**src/rtl/mem_walk_pkg.sv**
```systemverilog
// Shared types and the address-dependent test pattern for the memory walker.
package mem_walk_pkg;

    typedef enum logic [2:0] {
        IDLE,
        WRITE,
        READ,
        DRAIN,
        DONE
    } state_t;

    // Pattern seeds, selected by the two low address bits.
    localparam logic [3:0][31:0] BASE = {
        32'hFFFF_FFFF,
        32'h800B_0800,
        32'hAA55_CC33,
        32'h0000_0000
    };

    // Expected word for address a: seed for a[1:0], XORed with the address itself.
    function automatic logic [31:0] pat(input logic [31:0] a);
        return BASE[a[1:0]] ^ a;
    endfunction

endpackage

```
**src/rtl/mem_walk_cmp.sv**
```systemverilog
// Read-back checker: compares returned data against the pattern, counts
// mismatches (saturating) and remembers the first failing address.
module mem_walk_cmp
    import mem_walk_pkg::*;
#(
    parameter int ADDR_W = 6,
    parameter int DATA_W = 32
) (
    input  logic              clk_m,
    input  logic              rst,
    input  logic              i_clr,
    input  logic              i_cmp_vld,
    input  logic [ADDR_W-1:0] i_cmp_addr,
    input  logic [DATA_W-1:0] i_rdata,
    input  logic              i_pass_ld,
    output logic [7:0]        o_err_count,
    output logic [ADDR_W-1:0] o_first_err_addr,
    output logic              o_pass
);

    logic [7:0]        r_cnt;
    logic [ADDR_W-1:0] r_first;
    logic              r_pass;

    logic [DATA_W-1:0] w_exp;
    logic              w_miss;
    logic [7:0]        w_cnt_nxt;

    assign w_exp     = DATA_W'(pat(32'(i_cmp_addr)));
    assign w_miss    = i_cmp_vld && (i_rdata != w_exp);
    assign w_cnt_nxt = (w_miss && (r_cnt != 8'hFF)) ? r_cnt + 8'd1 : r_cnt;

    // Error bookkeeping; pass is judged from the count including the compare
    // landing in the same cycle, so the final DRAIN compare is not missed.
    always_ff @(posedge clk_m) begin
        if (rst || i_clr) begin
            r_cnt   <= '0;
            r_first <= '0;
            r_pass  <= 1'b0;
        end else begin
            r_cnt <= w_cnt_nxt;
            if (w_miss && (r_cnt == 8'd0))
                r_first <= i_cmp_addr;
            if (i_pass_ld)
                r_pass <= (w_cnt_nxt == 8'd0);
        end
    end

    assign o_err_count      = r_cnt;
    assign o_first_err_addr = r_first;
    assign o_pass           = r_pass;

endmodule

```
**src/rtl/mem_walk_ctrl.sv**
```systemverilog
// Write-then-verify sequencer for a single-port block RAM. Writes pat(a) to
// every word, reads everything back, and reports pass/error count/first error.
module mem_walk_ctrl
    import mem_walk_pkg::*;
#(
    parameter int ADDR_W    = 6,
    parameter int DATA_W    = 32,
    parameter int LAST_ADDR = 63
) (
    input  logic              clk_m,
    input  logic              rst,
    input  logic              start,
    output logic              mem_we,
    output logic [ADDR_W-1:0] mem_addr,
    output logic [DATA_W-1:0] mem_wdata,
    input  logic [DATA_W-1:0] mem_rdata,
    output logic              busy,
    output logic              done,
    output logic              pass,
    output logic [7:0]        err_count,
    output logic [ADDR_W-1:0] first_err_addr,
    output logic [7:0]        led
);

    localparam logic [ADDR_W-1:0] LAST = ADDR_W'(LAST_ADDR);

    state_t            r_state;
    logic [ADDR_W-1:0] r_a;
    logic              r_we;
    logic [DATA_W-1:0] r_wdata;
    logic              r_busy;
    logic              r_done;
    logic              r_cmp_vld;
    logic [ADDR_W-1:0] r_cmp_addr;

    logic [ADDR_W-1:0] w_a_nxt;
    logic [DATA_W-1:0] w_wdata_nxt;
    logic              w_start_ok;
    logic              w_pass_ld;
    logic [5:0]        w_led_addr;

    assign w_a_nxt     = r_a + ADDR_W'(1);
    assign w_wdata_nxt = DATA_W'(pat(32'(w_a_nxt)));
    assign w_start_ok  = start && ((r_state == IDLE) || (r_state == DONE));
    assign w_pass_ld   = (r_state == DRAIN);

    // Sequencer FSM with registered RAM-side and status outputs.
    always_ff @(posedge clk_m) begin
        if (rst) begin
            r_state    <= IDLE;
            r_a        <= '0;
            r_we       <= 1'b0;
            r_wdata    <= '0;
            r_busy     <= 1'b0;
            r_done     <= 1'b0;
            r_cmp_vld  <= 1'b0;
            r_cmp_addr <= '0;
        end else begin
            // Read data returns one cycle after the address, so the compare
            // runs on a one-cycle-delayed copy of the read address.
            r_cmp_vld  <= (r_state == READ);
            r_cmp_addr <= r_a;
            case (r_state)
                IDLE, DONE: begin
                    if (start) begin
                        r_state <= WRITE;
                        r_a     <= '0;
                        r_we    <= 1'b1;
                        r_wdata <= DATA_W'(pat(32'd0));
                        r_busy  <= 1'b1;
                        r_done  <= 1'b0;
                    end
                end
                WRITE: begin
                    if (r_a == LAST) begin
                        r_state <= READ;
                        r_a     <= '0;
                        r_we    <= 1'b0;
                        r_wdata <= '0;
                    end else begin
                        r_a     <= w_a_nxt;
                        r_wdata <= w_wdata_nxt;
                    end
                end
                READ: begin
                    if (r_a == LAST) begin
                        r_state <= DRAIN;
                        r_a     <= '0;
                    end else begin
                        r_a <= w_a_nxt;
                    end
                end
                DRAIN: begin
                    r_state <= DONE;
                    r_busy  <= 1'b0;
                    r_done  <= 1'b1;
                end
                default: r_state <= IDLE;
            endcase
        end
    end

    mem_walk_cmp #(
        .ADDR_W (ADDR_W),
        .DATA_W (DATA_W)
    ) u_cmp (
        .clk_m            (clk_m),
        .rst              (rst),
        .i_clr            (w_start_ok),
        .i_cmp_vld        (r_cmp_vld),
        .i_cmp_addr       (r_cmp_addr),
        .i_rdata          (mem_rdata),
        .i_pass_ld        (w_pass_ld),
        .o_err_count      (err_count),
        .o_first_err_addr (first_err_addr),
        .o_pass           (pass)
    );

    assign w_led_addr = 6'(first_err_addr);

    assign mem_we    = r_we;
    assign mem_addr  = r_a;
    assign mem_wdata = r_wdata;
    assign busy      = r_busy;
    assign done      = r_done;
    assign led       = {r_done, pass, w_led_addr};

endmodule
```
**config.mk**
```make
export PLATFORM = sky130hd
export DESIGN_NAME = mem_walk_ctrl
export DESIGN_NICKNAME = d
export VERILOG_FILES = /design/src/rtl/mem_walk_pkg.sv /design/src/rtl/mem_walk_cmp.sv /design/src/rtl/mem_walk_ctrl.sv
export SDC_FILE = /design/constraint.sdc
export NUM_CORES = 1
export LEC_CHECK = 0
export CORE_ASPECT_RATIO = 0.7
export CORE_MARGIN = 1.5
export CORE_UTILIZATION = 40
export DETAILED_ROUTE_END_ITERATION = 8
export PLACE_DENSITY = 0.74
export SLEW_MARGIN = 30
export SYNTH_ARGS = -nofsm -noshare
export SYNTH_HDL_FRONTEND = slang
export SYNTH_SLANG_ARGS = --single-unit
```
**constraint.sdc**
```tcl
create_clock -name clk_m -period 2.11 [get_ports clk_m]
set_input_delay 0.422 -clock clk_m [delete_from_list [all_inputs] [get_ports clk_m]]
set_output_delay 0.422 -clock clk_m [all_outputs]
set_load 0.01 [all_outputs]
```
==> impl_results.html, run 1 <==
<table>
<tr><th>Metric</th><th>Value</th></tr>
<tr><th colspan="2">Status</th></tr>
<tr><td>Result of the run</td><td>complete, but fails checks</td></tr>
<tr><td>Failing checks</td><td>negative setup slack</td></tr>
<tr><th colspan="2">Pwr</th></tr>
<tr><td>Largest voltage drop on the vdd net</td><td>approximately 290 uV</td></tr>
<tr><td>Leakage power figure</td><td>about 1.3 nW</td></tr>
<tr><td>Combinational cell fraction of total power</td><td>about 16%</td></tr>
<tr><td>Internal</td><td>1.34 mW</td></tr>
<tr><td>Reported net switching power</td><td>432 uW</td></tr>
<tr><td>Part of the total power dissipated in the clock network</td><td>between 30% and 40%</td></tr>
<tr><td>Register share of total power</td><td>47.6%</td></tr>
<tr><td>Switching portion of total power</td><td>about 24%</td></tr>
<tr><td>Power Dens Cells</td><td>roughly 480 mW/mm^2</td></tr>
<tr><th colspan="2">Critical path</th></tr>
<tr><td>CP peak stage delay</td><td>0.42 ns</td></tr>
<tr><td>Count of cells along the worst register-to-register path</td><td>9</td></tr>
<tr><td>Crit path kind</td><td>in -&gt; reg</td></tr>
<tr><td>Cell-by-cell listing of the critical path</td><td>clkdlybuf4s50_1 &gt; or3_4 &gt; a211oi_2 &gt; nand3_4 &gt; o31a_4 &gt; a31oi_4 &gt; o22ai_1 &gt; o31ai_1</td></tr>
<tr><td>Data arrival time of the worst path</td><td>between 2 and 3 ns</td></tr>
<tr><td>Slowest cell on the critical path</td><td>clkdlybuf4s50_1</td></tr>
<tr><td>Element type at the critical path end</td><td>register</td></tr>
<tr><td>Startpoint kind of the worst setup timing path</td><td>input port</td></tr>
<tr><td>Biggest fanout along the worst timing path</td><td>6</td></tr>
<tr><td>Required time of the critical path</td><td>between 2 and 2.5 ns</td></tr>
<tr><th colspan="2">Yosys</th></tr>
<tr><td>Number of instances in the synthesized netlist</td><td>approximately 300</td></tr>
<tr><td>Fraction of registers with async set/reset</td><td>0%</td></tr>
<tr><td>Avg Synthesized Cell Area</td><td>between 8 and 9 um^2</td></tr>
<tr><td>Number of enable-type register cells in the synthesized netlist</td><td>0</td></tr>
<tr><td>Post-synth net total</td><td>~340</td></tr>
<tr><td>Primary FF master, synth</td><td>dfxtp_1</td></tr>
<tr><td>Warnings, synthesis</td><td>0</td></tr>
<tr><td>Number of distinct standard cells referenced by the synthesized netlist</td><td>between 40 and 50</td></tr>
<tr><td>Cell area after synthesis</td><td>0.00250 mm^2</td></tr>
<tr><td>Post-synthesis sequential area ratio</td><td>34.4%</td></tr>
<tr><td>Synth Register Bits</td><td>43</td></tr>
<tr><th colspan="2">Global routing</th></tr>
<tr><td>Initial antenna violation count</td><td>0</td></tr>
<tr><td>Aggregate global-route resource usage</td><td>19.8%</td></tr>
<tr><td>Via count of the first global-routing pass</td><td>about 2.3k</td></tr>
<tr><td>Wire length of the first global-routing pass</td><td>between 10,000 and 15,000 um</td></tr>
<tr><td>Global route total overflow</td><td>0</td></tr>
<tr><td>Largest net degree at the start of global routing</td><td>22</td></tr>
<tr><th colspan="2">Detailed routing</th></tr>
<tr><td>Final wirelength</td><td>about 6700 um</td></tr>
<tr><td>Detail-routed net length per standard cell</td><td>~15 um</td></tr>
<tr><td>Post-detailed-route DRC marker count</td><td>0</td></tr>
<tr><td>Detailed-route vias per instance</td><td>5.18</td></tr>
<tr><td>Pre-Repair DR Iteration Count</td><td>5</td></tr>
<tr><td>First-iteration detailed-routing DRC count</td><td>around 120</td></tr>
<tr><td>Number of nets with antenna violations after detailed routing</td><td>0</td></tr>
<tr><td>Via count</td><td>2,368</td></tr>
<tr><th colspan="2">STA</th></tr>
<tr><td>Final cycle utilization of the critical path</td><td>113%</td></tr>
<tr><td>Fin worst setup slack</td><td>-0.282 ns</td></tr>
<tr><td>Number of setup violations in the final report</td><td>15</td></tr>
<tr><td>Final Max Slew Viols</td><td>0</td></tr>
<tr><td>Final worst clock skew</td><td>just over 0.008 ns</td></tr>
<tr><td>Final hold violations</td><td>0</td></tr>
<tr><td>Accumulated negative setup slack</td><td>-2.37 ns</td></tr>
<tr><td>Normalized max-slew margin</td><td>between 60% and 70%</td></tr>
<tr><td>RSZ-0062 raised after global routing</td><td>true</td></tr>
<tr><td>Worst Max-Slew Pin Slew</td><td>0.519 ns</td></tr>
<tr><td>Period minus WS final</td><td>around 2.4 ns</td></tr>
<tr><td>Achievable frequency</td><td>418 MHz</td></tr>
<tr><th colspan="2">Clock network</th></tr>
<tr><td>TritonCTS clock tree</td><td>built</td></tr>
<tr><td>Maximum buffer depth of the clock tree</td><td>2</td></tr>
<tr><td>TritonCTS buffer count</td><td>5</td></tr>
<tr><td>Clock root buffer</td><td>clkbuf_8</td></tr>
<tr><td>Clock input transition at the sequential cells of the worst setup and hold paths</td><td>approximately 0.080 ns</td></tr>
<tr><td>CTS H-Tree Depth</td><td>2</td></tr>
<tr><td>Source-to-sink clock delay at the later pin of the worst-skew pair</td><td>about 0.30 ns</td></tr>
<tr><td>Sinks on Clock Net</td><td>between 40 and 50</td></tr>
<tr><th colspan="2">Floorplanning</th></tr>
<tr><td>Initial cell density of the core</td><td>between 40 and 50%</td></tr>
<tr><td>Placement Rows</td><td>23</td></tr>
<tr><td>Die extent in x</td><td>just under 100 um</td></tr>
<tr><td>Core box area</td><td>approximately 0.0059 mm^2</td></tr>
<tr><td>Die Outline Area</td><td>0.00674 mm^2</td></tr>
<tr><td>Chip Height</td><td>approximately 69 um</td></tr>
<tr><td>Ports placed on the boundary</td><td>~100</td></tr>
<tr><th colspan="2">Job</th></tr>
<tr><td>Maximum capacitance violations</td><td>0</td></tr>
<tr><th colspan="2">Layout</th></tr>
<tr><td>Number of nets in the layout</td><td>423</td></tr>
<tr><td>P&amp;R area growth vs syn</td><td>48.2%</td></tr>
<tr><td>Non-filler instance count after layout</td><td>between 400 and 500</td></tr>
<tr><td>Fraction of layout instances using a drive strength above 1</td><td>16.5%</td></tr>
<tr><td>Antenna cell count</td><td>0</td></tr>
<tr><th colspan="2">Place</th></tr>
<tr><td>Count of input and output buffers</td><td>97</td></tr>
<tr><td>HPWL Detailed</td><td>~5000 um</td></tr>
<tr><td>Total instance count after detailed placement</td><td>between 400 and 500</td></tr>
<tr><td>Final weighted congestion in routability-driven placement</td><td>between 0.8 and 0.9</td></tr>
<tr><th colspan="2">Worst hold path</th></tr>
<tr><td>Tightest Hold Check Type</td><td>reg -&gt; reg</td></tr>
<tr><td>Hold Path Cell Cnt</td><td>2</td></tr>
</table>
==> power by group through the flow <==
stage	clock network, mW	logic [mW]	registers [mW]
after floorplan	0	0.135	0.869
after global placement	0	0.277	0.865
after detailed placement	0	0.281	0.865
after CTS	0.653	0.285	0.845
after global routing	0.696	0.312	0.848
final	0.641	0.289	0.844
==> flip-flops by register name, indices dropped and copies added, names as in the netlist <==
register	count
done	1
r_cmp_vld	1
mem_wdata	9
u_cmp.o_err_count	8
mem_we	1
r_state	3
u_cmp.o_pass	1
busy	1
u_cmp.o_first_err_addr	6
mem_addr	6
r_cmp_addr	6
==> path summary, 6_finish.rpt <==
check	start	slack, ns	to
worst max-delay path	mem_rdata[17]	-0.28	u_cmp.o_pass
worst min-delay path	busy	0.46	busy
worst max register to register	r_cmp_addr[0]	-0.28	u_cmp.o_pass
worst min register to register	busy	0.46	busy
==> logic make-up after synthesis <==
kind of cell    Yosys count  synth area share, %
compound gates           46                 12.1
xor+xnor                 23                 8.06
other cells               1                0.150
mux                       9                 3.60
fa+ha+maj                 7                 3.50
buf+inv                  54                 14.1
simple gates            114                 24.0
flops                    43                 34.4
==> synthesized netlist by cell type, drive strengths merged, types with 2 or more instances <==
cell | n | area [um^2]
clkbuf | 12 | 55.1
nor2b | 6 | 37.5
nand3 | 13 | 65.1
nand3b | 2 | 15.0
a21oi | 12 | 60.1
inv | 7 | 26.3
buf | 35 | 272
nor4b | 2 | 17.5
ha | 7 | 87.6
nor3 | 8 | 40.0
or3 | 3 | 20.0
nand4 | 6 | 37.5
o21ai | 9 | 45.0
mux2i | 9 | 90.1
a211oi | 5 | 47.5
and3 | 4 | 28.8
xor2 | 7 | 61.3
nor4 | 2 | 12.5
o22ai | 2 | 12.5
or4 | 3 | 22.5
o31ai | 2 | 15.0
dfxtp | 43 | 861
nand2b | 6 | 37.5
nor2 | 30 | 113
and4 | 3 | 30.0
a22oi | 7 | 52.6
nand2 | 19 | 71.3
a31oi | 3 | 18.8
xnor2 | 16 | 140
and2 | 3 | 18.8
==> area by class of cell <==
cell class | instances | area [um^2]
Fill cell | 522 | 2170
Clock inverter | 1 | 30.0
Multi-Input combinational cell | 201 | 1430
Timing Repair Buffer | 123 | 1170
Tap cell | 75 | 93.8
Sequential cell | 43 | 868
Clock buffer | 7 | 76.3
Inverter | 7 | 28.8
==> cells in the final DEF (no fill, tap or decap), types with 5 or more instances in the layout <==
cell type and count:
nand2b_1 6, inv_1 5, nor3_1 7, o21ai_0 8, a22oi_1 6, a21oi_1 11, ha_1 5, mux2i_1 9
xor2_1 7, nand3_1 12, clkbuf_8 5, nor2b_1 6, buf_4 21, nand2_1 19, dlygate4sd2_1 11, dfxtp_1 41
nor2_1 30, xnor2_1 15, nand4_1 6, clkdlybuf4s50_1 85, buf_6 5
==> routing by layer <==
metal / wire length [um] / vias up / track usage (%) / part of all wire (%)
met5: 0 / - / 0 / 0
met2: 2980 / 74 / 30.6 / 45
met4: 50 / 0 / 5.40 / 0.75
met1: 3230 / 1118 / 27.7 / 49
met3: 397 / 7 / 4.77 / 6.0
li1: - / 1169 / - / -
==> per-stage QoR <==
step	instance area, um^2	utilization (%)	hold WS (ns)	power [mW]	setup slack (ns)
global route	3700	63.1	0.482	1.86	-0.359
CTS	3670	62.5	0.469	1.78	-0.334
global placement	3430	58.5	0.444	1.14	-0.718
finish	3700	63.1	0.461	1.77	-0.282
detailed placement	3430	58.5	0.457	1.15	-0.774
floorplan	2550	-	0.481	1.00	-0.147
==> worst max-delay path, delay by kind of cell <==
family                 cells  cell delay (ns)
AOI/OAI and AO/OA          5             1.23
buffers and inverters      1             0.42
and+or+nand+nor            2             0.51
==> what timing repair did <==
| action | CTS | global route |
|---|---|---|
| pin swaps | 18 | 8 |
| resized for setup | 34 | 8 |
| setup endpoints to repair | 15 | 15 |
| endpoints found under the hold margin | 0 | 0 |
| hold buffers | 0 | 0 |
| buffers inserted | 5 | 0 |
| cloned | 1 | 0 |
(Power assumes the default switching activity.)
==> run 2, diff against run 1 <==
- PLACE_DENSITY: 0.74 -> 0.9
==> run 2 against run 1 <==
Net effect:
- the run still ends with negative setup slack left
- non-clock buffer count grew 2
- critical endpoint is now u_cmp.o_err_count[1]
- clock skew grew 0.0023 ns
- wire length grew 10%
- sequential share of layout area shrank 0.27 points
- fmax shrank 4.0%
- flip-flop and latch count is the same
- critical path depth grew 4
- combinational power shrank 2%
- core utilization grew 0.55 points
- final cell count grew 0.44%
- worst setup slack lost 0.10 ns
==> impl_results.html, run 2 (synthesis gave the netlist of run 1 again) <==
<table>
<tr><th>Metric</th><th>Value</th></tr>
<tr><th colspan="2">Status</th></tr>
<tr><td>Result of the run</td><td>complete, but fails checks</td></tr>
<tr><td>Failing checks</td><td>negative setup slack</td></tr>
<tr><th colspan="2">Pwr</th></tr>
<tr><td>Final total power</td><td>1.69 mW (-4.6%)</td></tr>
<tr><td>Largest voltage drop on the vdd net</td><td>246 uV (-14%)</td></tr>
<tr><td>Internal</td><td>1.25 mW (-6.7%)</td></tr>
<tr><td>Reported net switching power</td><td>439 uW (+1.7%)</td></tr>
<tr><td>Power Dens Cells</td><td>453 mW/mm^2 (-5.5%)</td></tr>
<tr><td>Part of the total power dissipated in the clock network</td><td>33.2% (-2.9 points)</td></tr>
<tr><td>Combinational cell fraction of total power</td><td>16.7% (+0.4 points)</td></tr>
<tr><td>Leakage power figure</td><td>1.38 nW (+2.1%)</td></tr>
<tr><td>Register share of total power</td><td>50.1% (+2.5 points)</td></tr>
<tr><td>Switching portion of total power</td><td>25.9% (+1.6 points)</td></tr>
<tr><th colspan="2">Critical path</th></tr>
<tr><td>Cell-by-cell listing of the critical path</td><td>inv_4 &gt; ha_4 &gt; or4b_4 &gt; a22oi_2 &gt; nand3_2 &gt; buf_6 &gt; o31a_4 &gt; buf_4 &gt; buf_6 &gt; nand2_4 &gt; nand2_2 &gt; a21oi_1</td></tr>
<tr><td>CP peak stage delay</td><td>0.45 ns (+0.03 ns)</td></tr>
<tr><td>Number of buffer and inverter stages on the critical path</td><td>4 (+3)</td></tr>
<tr><td>Critical Path Stages</td><td>12 (+4)</td></tr>
<tr><td>Biggest fanout along the worst timing path</td><td>5 (-1)</td></tr>
<tr><td>Crit path kind</td><td>reg -&gt; reg</td></tr>
<tr><td>Startpoint kind of the worst setup timing path</td><td>register</td></tr>
<tr><td>Required time of the critical path</td><td>2.34 ns (+0.03 ns)</td></tr>
<tr><td>Element type at the critical path end</td><td>register</td></tr>
<tr><td>Slowest cell on the critical path</td><td>or4b_4</td></tr>
<tr><td>Data arrival time of the worst path</td><td>2.72 ns (+0.12 ns)</td></tr>
<tr><td>Count of cells along the worst register-to-register path</td><td>12 (+3)</td></tr>
<tr><td>CP top delay family</td><td>simple AND/OR/NAND/NOR gates</td></tr>
<tr><td>CP dominant cell by count</td><td>buf_6</td></tr>
<tr><th colspan="2">Clock network</th></tr>
<tr><td>TritonCTS clock tree</td><td>built</td></tr>
<tr><td>TritonCTS buffer count</td><td>5 (unchanged)</td></tr>
<tr><td>CTS H-Tree Depth</td><td>2 (unchanged)</td></tr>
<tr><td>Maximum buffer depth of the clock tree</td><td>2 (unchanged)</td></tr>
<tr><td>Clock input transition at the sequential cells of the worst setup and hold paths</td><td>0.08 ns (about the same)</td></tr>
<tr><td>Clock root buffer</td><td>clkbuf_8</td></tr>
<tr><td>Sinks on Clock Net</td><td>43 (unchanged)</td></tr>
<tr><td>Source-to-sink clock delay at the later pin of the worst-skew pair</td><td>0.30 ns (about the same)</td></tr>
<tr><th colspan="2">STA</th></tr>
<tr><td>Final hold violations</td><td>0 (unchanged)</td></tr>
<tr><td>Accumulated negative setup slack</td><td>-4.36 ns (-1.99 ns)</td></tr>
<tr><td>Final Max Slew Viols</td><td>0 (unchanged)</td></tr>
<tr><td>Number of setup violations in the final report</td><td>15 (unchanged)</td></tr>
<tr><td>Fin worst setup slack</td><td>-0.383 ns (-0.101 ns)</td></tr>
<tr><td>Period minus WS final</td><td>2.49 ns (+0.101 ns)</td></tr>
<tr><td>Final worst clock skew</td><td>0.0106 ns (+0.00228 ns)</td></tr>
<tr><td>Achievable frequency</td><td>401 MHz (-4.0%)</td></tr>
<tr><td>RSZ-0062 raised after global routing</td><td>true</td></tr>
<tr><td>Normalized max-slew margin</td><td>62.6% (-2.7 points)</td></tr>
<tr><td>Worst Max-Slew Pin Slew</td><td>0.559 ns (+0.0403 ns)</td></tr>
<tr><td>Final cycle utilization of the critical path</td><td>118% (+4.8 points)</td></tr>
<tr><th colspan="2">Detailed routing</th></tr>
<tr><td>Detail-routed net length per standard cell</td><td>15.9 um (+9.5%)</td></tr>
<tr><td>Detailed-route vias per instance</td><td>5.32 (+2.8%)</td></tr>
<tr><td>Number of nets with antenna violations after detailed routing</td><td>0 (unchanged)</td></tr>
<tr><td>Final wirelength</td><td>7320 um (+10%)</td></tr>
<tr><td>Pre-Repair DR Iteration Count</td><td>4 (-1)</td></tr>
<tr><td>Via count</td><td>2,444 (+3.2%)</td></tr>
<tr><td>First-iteration detailed-routing DRC count</td><td>119 (+1.7%)</td></tr>
<tr><td>Post-detailed-route DRC marker count</td><td>0 (unchanged)</td></tr>
<tr><th colspan="2">Layout</th></tr>
<tr><td>Non-filler instance count after layout</td><td>459 (+0.44%)</td></tr>
<tr><td>Flip-flop count of the largest register after layout</td><td>9 (unchanged)</td></tr>
<tr><td>Fraction of layout instances using a drive strength above 1</td><td>19.3% (+2.8 points)</td></tr>
<tr><td>Number of nets in the layout</td><td>425 (+0.47%)</td></tr>
<tr><td>Highest-count cells in the layout ignoring fill and taps</td><td>clkdlybuf4s50_1 (85), dfxtp_1 (41), nor2_1 (30), buf_4 (24)</td></tr>
<tr><td>Most frequent standard cell in the layout excluding fill and tap cells</td><td>clkdlybuf4s50_1</td></tr>
<tr><td>Fill cell count</td><td>502 (-3.8%)</td></tr>
<tr><td>Fraction of the core area covered by cells at the end of the flow</td><td>63.7% (+0.55 points)</td></tr>
<tr><td>P&amp;R area growth vs syn</td><td>49.5%</td></tr>
<tr><td>Antenna cell count</td><td>0 (unchanged)</td></tr>
<tr><th colspan="2">Global routing</th></tr>
<tr><td>Via count of the first global-routing pass</td><td>2,440 (+7.9%)</td></tr>
<tr><td>Wire length of the first global-routing pass</td><td>11,500 um (+5.1%)</td></tr>
<tr><td>Global route total overflow</td><td>0 (unchanged)</td></tr>
<tr><td>Largest net degree at the start of global routing</td><td>23 (+4.5%)</td></tr>
<tr><td>Initial antenna violation count</td><td>0 (unchanged)</td></tr>
<tr><td>Aggregate global-route resource usage</td><td>20.9% (+1.0 points)</td></tr>
<tr><th colspan="2">Place</th></tr>
<tr><td>Worst slack at placement</td><td>-0.772 ns (+0.00216 ns)</td></tr>
<tr><td>HPWL Detailed</td><td>5010 um (+1.5%)</td></tr>
<tr><td>Final weighted congestion in routability-driven placement</td><td>0.864 (-2.2%)</td></tr>
<tr><td>Count of input and output buffers</td><td>97 (unchanged)</td></tr>
<tr><td>Total instance count after detailed placement</td><td>444 (+0.23%)</td></tr>
<tr><th colspan="2">Floorplanning</th></tr>
<tr><td>Ports placed on the boundary</td><td>99 (unchanged)</td></tr>
<tr><td>Core box area</td><td>0.00587 mm^2 (unchanged)</td></tr>
<tr><td>Die extent in x</td><td>97.5 um (unchanged)</td></tr>
<tr><td>Chip Height</td><td>69.1 um (unchanged)</td></tr>
<tr><td>Placement Rows</td><td>23 (unchanged)</td></tr>
<tr><td>Initial cell density of the core</td><td>42.6% (unchanged)</td></tr>
<tr><td>Die Outline Area</td><td>0.00674 mm^2 (unchanged)</td></tr>
<tr><th colspan="2">Worst hold path</th></tr>
<tr><td>Tightest Hold Check Type</td><td>reg -&gt; reg</td></tr>
<tr><td>Hold Path Cell Cnt</td><td>2 (unchanged)</td></tr>
<tr><th colspan="2">Job</th></tr>
<tr><td>Maximum capacitance violations</td><td>0 (unchanged)</td></tr>
</table>
## run 2: repair_timing
item | CTS | global route
gates cloned | 1 | 0
buffers inserted | 2 | 4
resized for setup | 36 | 11
pin swaps | 20 | 17
hold buffers | 0 | 0
setup endpoints to repair | 15 | 15
## run 2: final cells by class
type,instances,area (um^2),share of cell area [%]
flip-flops and latches,43,866,23.2
well taps,75,93.8,2.51
repair buffers,125,1190,31.9
clock buffers,7,86.3,2.31
clock inverters,1,8.76,0.234
multi-input cells,201,1460,39.1
inverters,7,28.8,0.770
## run 2: power groups by stage
stage                     Sequential, mW  Clock (mW)  Combinational [mW]
after floorplan                    0.869           0               0.135
final                              0.848       0.563               0.282
after detailed placement           0.866           0               0.281
after global routing               0.851       0.608               0.304
after CTS                          0.847       0.558               0.282
after global placement             0.865           0               0.271
## run 2: worst reg2reg max path, delay by kind of cell (launching register included)
kind	cells	cell delay (ns)
buffers and inverters	4	0.47
DFF	1	0.38
AOI/OAI and AO/OA	3	0.73
adders and majority gates	1	0.11
and+or+nand+nor	4	0.74
## run 2: layer usage
layer | track usage, % | vias up | part of all wire, %
met2 | 36.2 | 85 | 49
met3 | 6.29 | 12 | 5.6
met5 | 0 | - | 0
met4 | 3.65 | 0 | 1.4
met1 | 25.9 | 1181 | 44
li1 | - | 1166 | -
## run 2: stage by stage
stage / instance area [um^2] / hold WS, ns
after floorplan: 2550 / 0.481
after global placement: 3440 / 0.447
after detailed placement: 3440 / 0.470
after CTS: 3660 / 0.480
after global routing: 3740 / 0.508
final: 3740 / 0.475
## run 2: worst paths after layout
check	end	from	slack, ns
setup / recovery	u_cmp.o_err_count[1]	r_cmp_addr[0]	-0.38
setup reg to reg	u_cmp.o_err_count[1]	r_cmp_addr[0]	-0.38
hold reg to reg	busy	busy	0.47
hold / removal	busy	busy	0.47
==> run 3, diff against run 2 <==
- REMOVE_ABC_BUFFERS: not set -> 1
==> run 3 against run 2 <==
Net effect:
- the run still ends with negative setup slack left
- sequential share of layout area grew 0.62 points
- non-clock buffer count fell by 1
- final cell count shrank 0.22%
- sequential power about the same
- clock skew is 0.00084 ns higher
- core utilization down 1.5 points
- via count decreased by 1.1%
- worst setup slack better by 0.067 ns
- global-route usage decreased by 0.99 points
- die area is the same
==> impl_results.html, run 3 (synthesis gave the netlist of run 1 again) <==
<table>
<tr><th>Metric</th><th>Value</th></tr>
<tr><th colspan="2">Critical path</th></tr>
<tr><td>Biggest fanout along the worst timing path</td><td>6 (+1)</td></tr>
<tr><td>Cell-by-cell listing of the critical path</td><td>inv_4 &gt; ha_4 &gt; or4b_4 &gt; a22oi_2 &gt; nand3_2 &gt; buf_4 &gt; o31a_1 &gt; and4_2 &gt; a21oi_1 &gt; o31ai_1</td></tr>
<tr><td>Startpoint kind of the worst setup timing path</td><td>register</td></tr>
<tr><td>Required time of the critical path</td><td>2.31 ns (-0.03 ns)</td></tr>
<tr><td>Crit path kind</td><td>reg -&gt; reg</td></tr>
<tr><td>R2r setup slk</td><td>-0.32 ns (+0.07 ns)</td></tr>
<tr><td>Slowest cell on the critical path</td><td>or4b_4</td></tr>
<tr><td>Data arrival time of the worst path</td><td>2.63 ns (-0.09 ns)</td></tr>
<tr><td>Origin of the worst setup path</td><td>r_cmp_addr[0]</td></tr>
<tr><td>Endpoint of the worst-slack reg-to-reg timing path</td><td>u_cmp.o_pass</td></tr>
<tr><td>CP top delay family</td><td>simple AND/OR/NAND/NOR gates</td></tr>
<tr><td>Number of buffer and inverter stages on the critical path</td><td>2 (-2)</td></tr>
<tr><td>Element type at the critical path end</td><td>register</td></tr>
<tr><td>Count of cells along the worst register-to-register path</td><td>10 (-2)</td></tr>
<tr><td>Critical Path Stages</td><td>10 (-2)</td></tr>
<tr><td>Startpoint of the worst register-to-register path</td><td>r_cmp_addr[0]</td></tr>
<tr><td>CP peak stage delay</td><td>0.45 ns (about the same)</td></tr>
<tr><th colspan="2">Layout</th></tr>
<tr><td>Antenna cell count</td><td>0 (unchanged)</td></tr>
<tr><td>Number of nets in the layout</td><td>424 (-0.24%)</td></tr>
<tr><td>P&amp;R area growth vs syn</td><td>46.0%</td></tr>
<tr><td>Highest-count cells in the layout ignoring fill and taps</td><td>clkdlybuf4s50_1 (86), dfxtp_1 (41), nor2_1 (30), buf_4 (26), nand2_1 (18)</td></tr>
<tr><td>Most frequent standard cell in the layout excluding fill and tap cells</td><td>clkdlybuf4s50_1</td></tr>
<tr><td>Fraction of layout instances using a drive strength above 1</td><td>16.7% (-2.6 points)</td></tr>
<tr><td>Fill cell count</td><td>470 (-6.4%)</td></tr>
<tr><td>Flip-flop count of the largest register after layout</td><td>9 (unchanged)</td></tr>
<tr><th colspan="2">Clock network</th></tr>
<tr><td>TritonCTS clock tree</td><td>built</td></tr>
<tr><td>Clock input transition at the sequential cells of the worst setup and hold paths</td><td>0.09 ns (about the same)</td></tr>
<tr><td>Sinks on Clock Net</td><td>43 (unchanged)</td></tr>
<tr><td>Source-to-sink clock delay at the later pin of the worst-skew pair</td><td>0.31 ns (about the same)</td></tr>
<tr><td>TritonCTS buffer count</td><td>5 (unchanged)</td></tr>
<tr><td>Clock root buffer</td><td>clkbuf_8</td></tr>
<tr><td>CTS H-Tree Depth</td><td>2 (unchanged)</td></tr>
<tr><td>Hold-fix buffer count after cts</td><td>0 (unchanged)</td></tr>
<tr><td>Maximum buffer depth of the clock tree</td><td>2 (unchanged)</td></tr>
<tr><th colspan="2">STA</th></tr>
<tr><td>Accumulated negative setup slack</td><td>-3.11 ns (+1.25 ns)</td></tr>
<tr><td>Final hold violations</td><td>0 (unchanged)</td></tr>
<tr><td>RSZ-0062 raised after global routing</td><td>true</td></tr>
<tr><td>Achievable frequency</td><td>412 MHz (+2.8%)</td></tr>
<tr><td>Number of setup violations in the final report</td><td>15 (unchanged)</td></tr>
<tr><td>Period minus WS final</td><td>2.43 ns (-0.0671 ns)</td></tr>
<tr><td>Worst Max-Slew Pin Slew</td><td>0.596 ns (+0.0371 ns)</td></tr>
<tr><td>Fin worst setup slack</td><td>-0.315 ns (+0.0671 ns)</td></tr>
<tr><td>Final cycle utilization of the critical path</td><td>115% (-3.2 points)</td></tr>
<tr><td>Final Max Slew Viols</td><td>0 (unchanged)</td></tr>
<tr><td>Final worst clock skew</td><td>0.0114 ns (+0.000842 ns)</td></tr>
<tr><td>Smallest hold slack</td><td>0.482 ns (+0.00723 ns)</td></tr>
<tr><td>Normalized max-slew margin</td><td>60.1% (-2.5 points)</td></tr>
<tr><th colspan="2">Detailed routing</th></tr>
<tr><td>Pre-Repair DR Iteration Count</td><td>4 (unchanged)</td></tr>
<tr><td>Via count</td><td>2,417 (-1.1%)</td></tr>
<tr><td>Number of nets with antenna violations after detailed routing</td><td>0 (unchanged)</td></tr>
<tr><td>Post-detailed-route DRC marker count</td><td>0 (unchanged)</td></tr>
<tr><td>Detail-routed net length per standard cell</td><td>15.3 um (-4.0%)</td></tr>
<tr><td>Final wirelength</td><td>7020 um (-4.2%)</td></tr>
<tr><td>First-iteration detailed-routing DRC count</td><td>144 (+21%)</td></tr>
<tr><td>Detailed-route vias per instance</td><td>5.28 (-0.89%)</td></tr>
<tr><th colspan="2">Floorplanning</th></tr>
<tr><td>Die extent in x</td><td>97.5 um (unchanged)</td></tr>
<tr><td>Die Outline Area</td><td>0.00674 mm^2 (unchanged)</td></tr>
<tr><td>Core box area</td><td>0.00587 mm^2 (unchanged)</td></tr>
<tr><td>Ports placed on the boundary</td><td>99 (unchanged)</td></tr>
<tr><td>Placement Rows</td><td>23 (unchanged)</td></tr>
<tr><td>Initial cell density of the core</td><td>42.6% (unchanged)</td></tr>
<tr><td>Chip Height</td><td>69.1 um (unchanged)</td></tr>
<tr><th colspan="2">Pwr</th></tr>
<tr><td>Power Dens Cells</td><td>494 mW/mm^2 (+9.0%)</td></tr>
<tr><td>Largest voltage drop on the vdd net</td><td>309 uV (+26%)</td></tr>
<tr><td>Leakage power figure</td><td>1.34 nW (-3.0%)</td></tr>
<tr><th colspan="2">Global routing</th></tr>
<tr><td>Global route total overflow</td><td>0 (unchanged)</td></tr>
<tr><td>Via count of the first global-routing pass</td><td>2,272 (-6.9%)</td></tr>
<tr><td>Aggregate global-route resource usage</td><td>19.9% (-0.99 points)</td></tr>
<tr><td>Wire length of the first global-routing pass</td><td>11,100 um (-3.1%)</td></tr>
<tr><td>Largest net degree at the start of global routing</td><td>16 (-30%)</td></tr>
<tr><td>Initial antenna violation count</td><td>0 (unchanged)</td></tr>
<tr><th colspan="2">Worst hold path</th></tr>
<tr><td>Worst Hold Path EP</td><td>busy</td></tr>
<tr><td>Hold Path Cell Cnt</td><td>2 (unchanged)</td></tr>
<tr><td>Launch instance of the worst min-delay path</td><td>busy</td></tr>
<tr><td>Tightest Hold Check Type</td><td>reg -&gt; reg</td></tr>
<tr><th colspan="2">Status</th></tr>
<tr><td>Failing checks</td><td>negative setup slack</td></tr>
<tr><td>Result of the run</td><td>complete, but fails checks</td></tr>
<tr><th colspan="2">Place</th></tr>
<tr><td>Count of input and output buffers</td><td>97 (unchanged)</td></tr>
<tr><td>HPWL Detailed</td><td>4880 um (-2.6%)</td></tr>
<tr><td>Worst slack at placement</td><td>-0.710 ns (+0.0620 ns)</td></tr>
<tr><td>Final weighted congestion in routability-driven placement</td><td>0.865 (+0.15%)</td></tr>
<tr><th colspan="2">Job</th></tr>
<tr><td>Maximum capacitance violations</td><td>0 (unchanged)</td></tr>
</table>
run 3: cell types whose count changed in the layout (fill, tap and decap cells not counted), sizes merged:
cell           previous run  this run
dlymetal6s2s              3         0
clkbuf                    7         5
dlygate4sd2               9        11
buf                      28        27
bufinv                    0         1
clkdlybuf4s50            85        86
inv                       7         8
run 3: timing repair:
| item | in CTS | in global routing |
|---|---|---|
| buffers inserted | 1 | 5 |
| pin swaps | 18 | 4 |
| gates resized for setup | 32 | 5 |
| setup endpoints to repair | 15 | 16 |
| gates cloned | 1 | 0 |
run 3: stage by stage:
| stage | area [um^2] | total power, mW | std cells | util (%) |
|---|---|---|---|---|
| after floorplan | 2170 | 0.967 | 250 | - |
| after global placement | 3400 | 1.14 | 443 | 57.8 |
| after detailed placement | 3400 | 1.14 | 443 | 57.8 |
| after CTS | 3590 | 1.80 | 453 | 61.1 |
| after global routing | 3650 | 1.87 | 458 | 62.2 |
| final | 3650 | 1.80 | 458 | 62.2 |
run 3: area by class of cell:
type	instances	area, um^2	area share (%)
clock inverters	3	47.5	1.30
flip-flops and latches	43	868	23.8
clock buffers	5	68.8	1.88
well taps	75	93.8	2.57
repair buffers	124	1160	31.9
inverters	7	28.8	0.788
multi-input cells	201	1380	37.8
run 3: worst max-delay path by stage:
| stage | end | slack [ns] |
|---|---|---|
| detailed placement | u_cmp.o_pass | -0.71 |
| global placement | u_cmp.o_pass | -0.67 |
| CTS | u_cmp.o_pass | -0.28 |
| finish | u_cmp.o_pass | -0.32 |
| global route | u_cmp.o_pass | -0.40 |
| floorplan | u_cmp.o_pass | -0.35 |
run 3: power breakdown:
part / leakage (nW) / internal [mW] / switching (mW) / total (mW)
clock: 0.0587 / 0.359 / 0.311 / 0.670
sequential: 0.350 / 0.827 / 0.0179 / 0.845
combinational: 0.927 / 0.158 / 0.129 / 0.287
total: 1.34 / 1.34 / 0.458 / 1.80
run 3: worst reg2reg max path: cells and delay by family (launching register included):
family / cells / cell delay [ns]
AOI/OAI and AO/OA: 4 / 0.77
adders and majority gates: 1 / 0.13
buffers and inverters: 2 / 0.23
DFF: 1 / 0.38
and+or+nand+nor: 3 / 0.80
run 3: per-layer routing:
metal / wire, um / up-vias / GRT usage [%]
met5: 0 / - / 0
met4: 110 / 0 / 4.13
met3: 504 / 12 / 4.87
met2: 3380 / 105 / 33.7
met1: 3020 / 1133 / 25.7
li1: - / 1167 / -
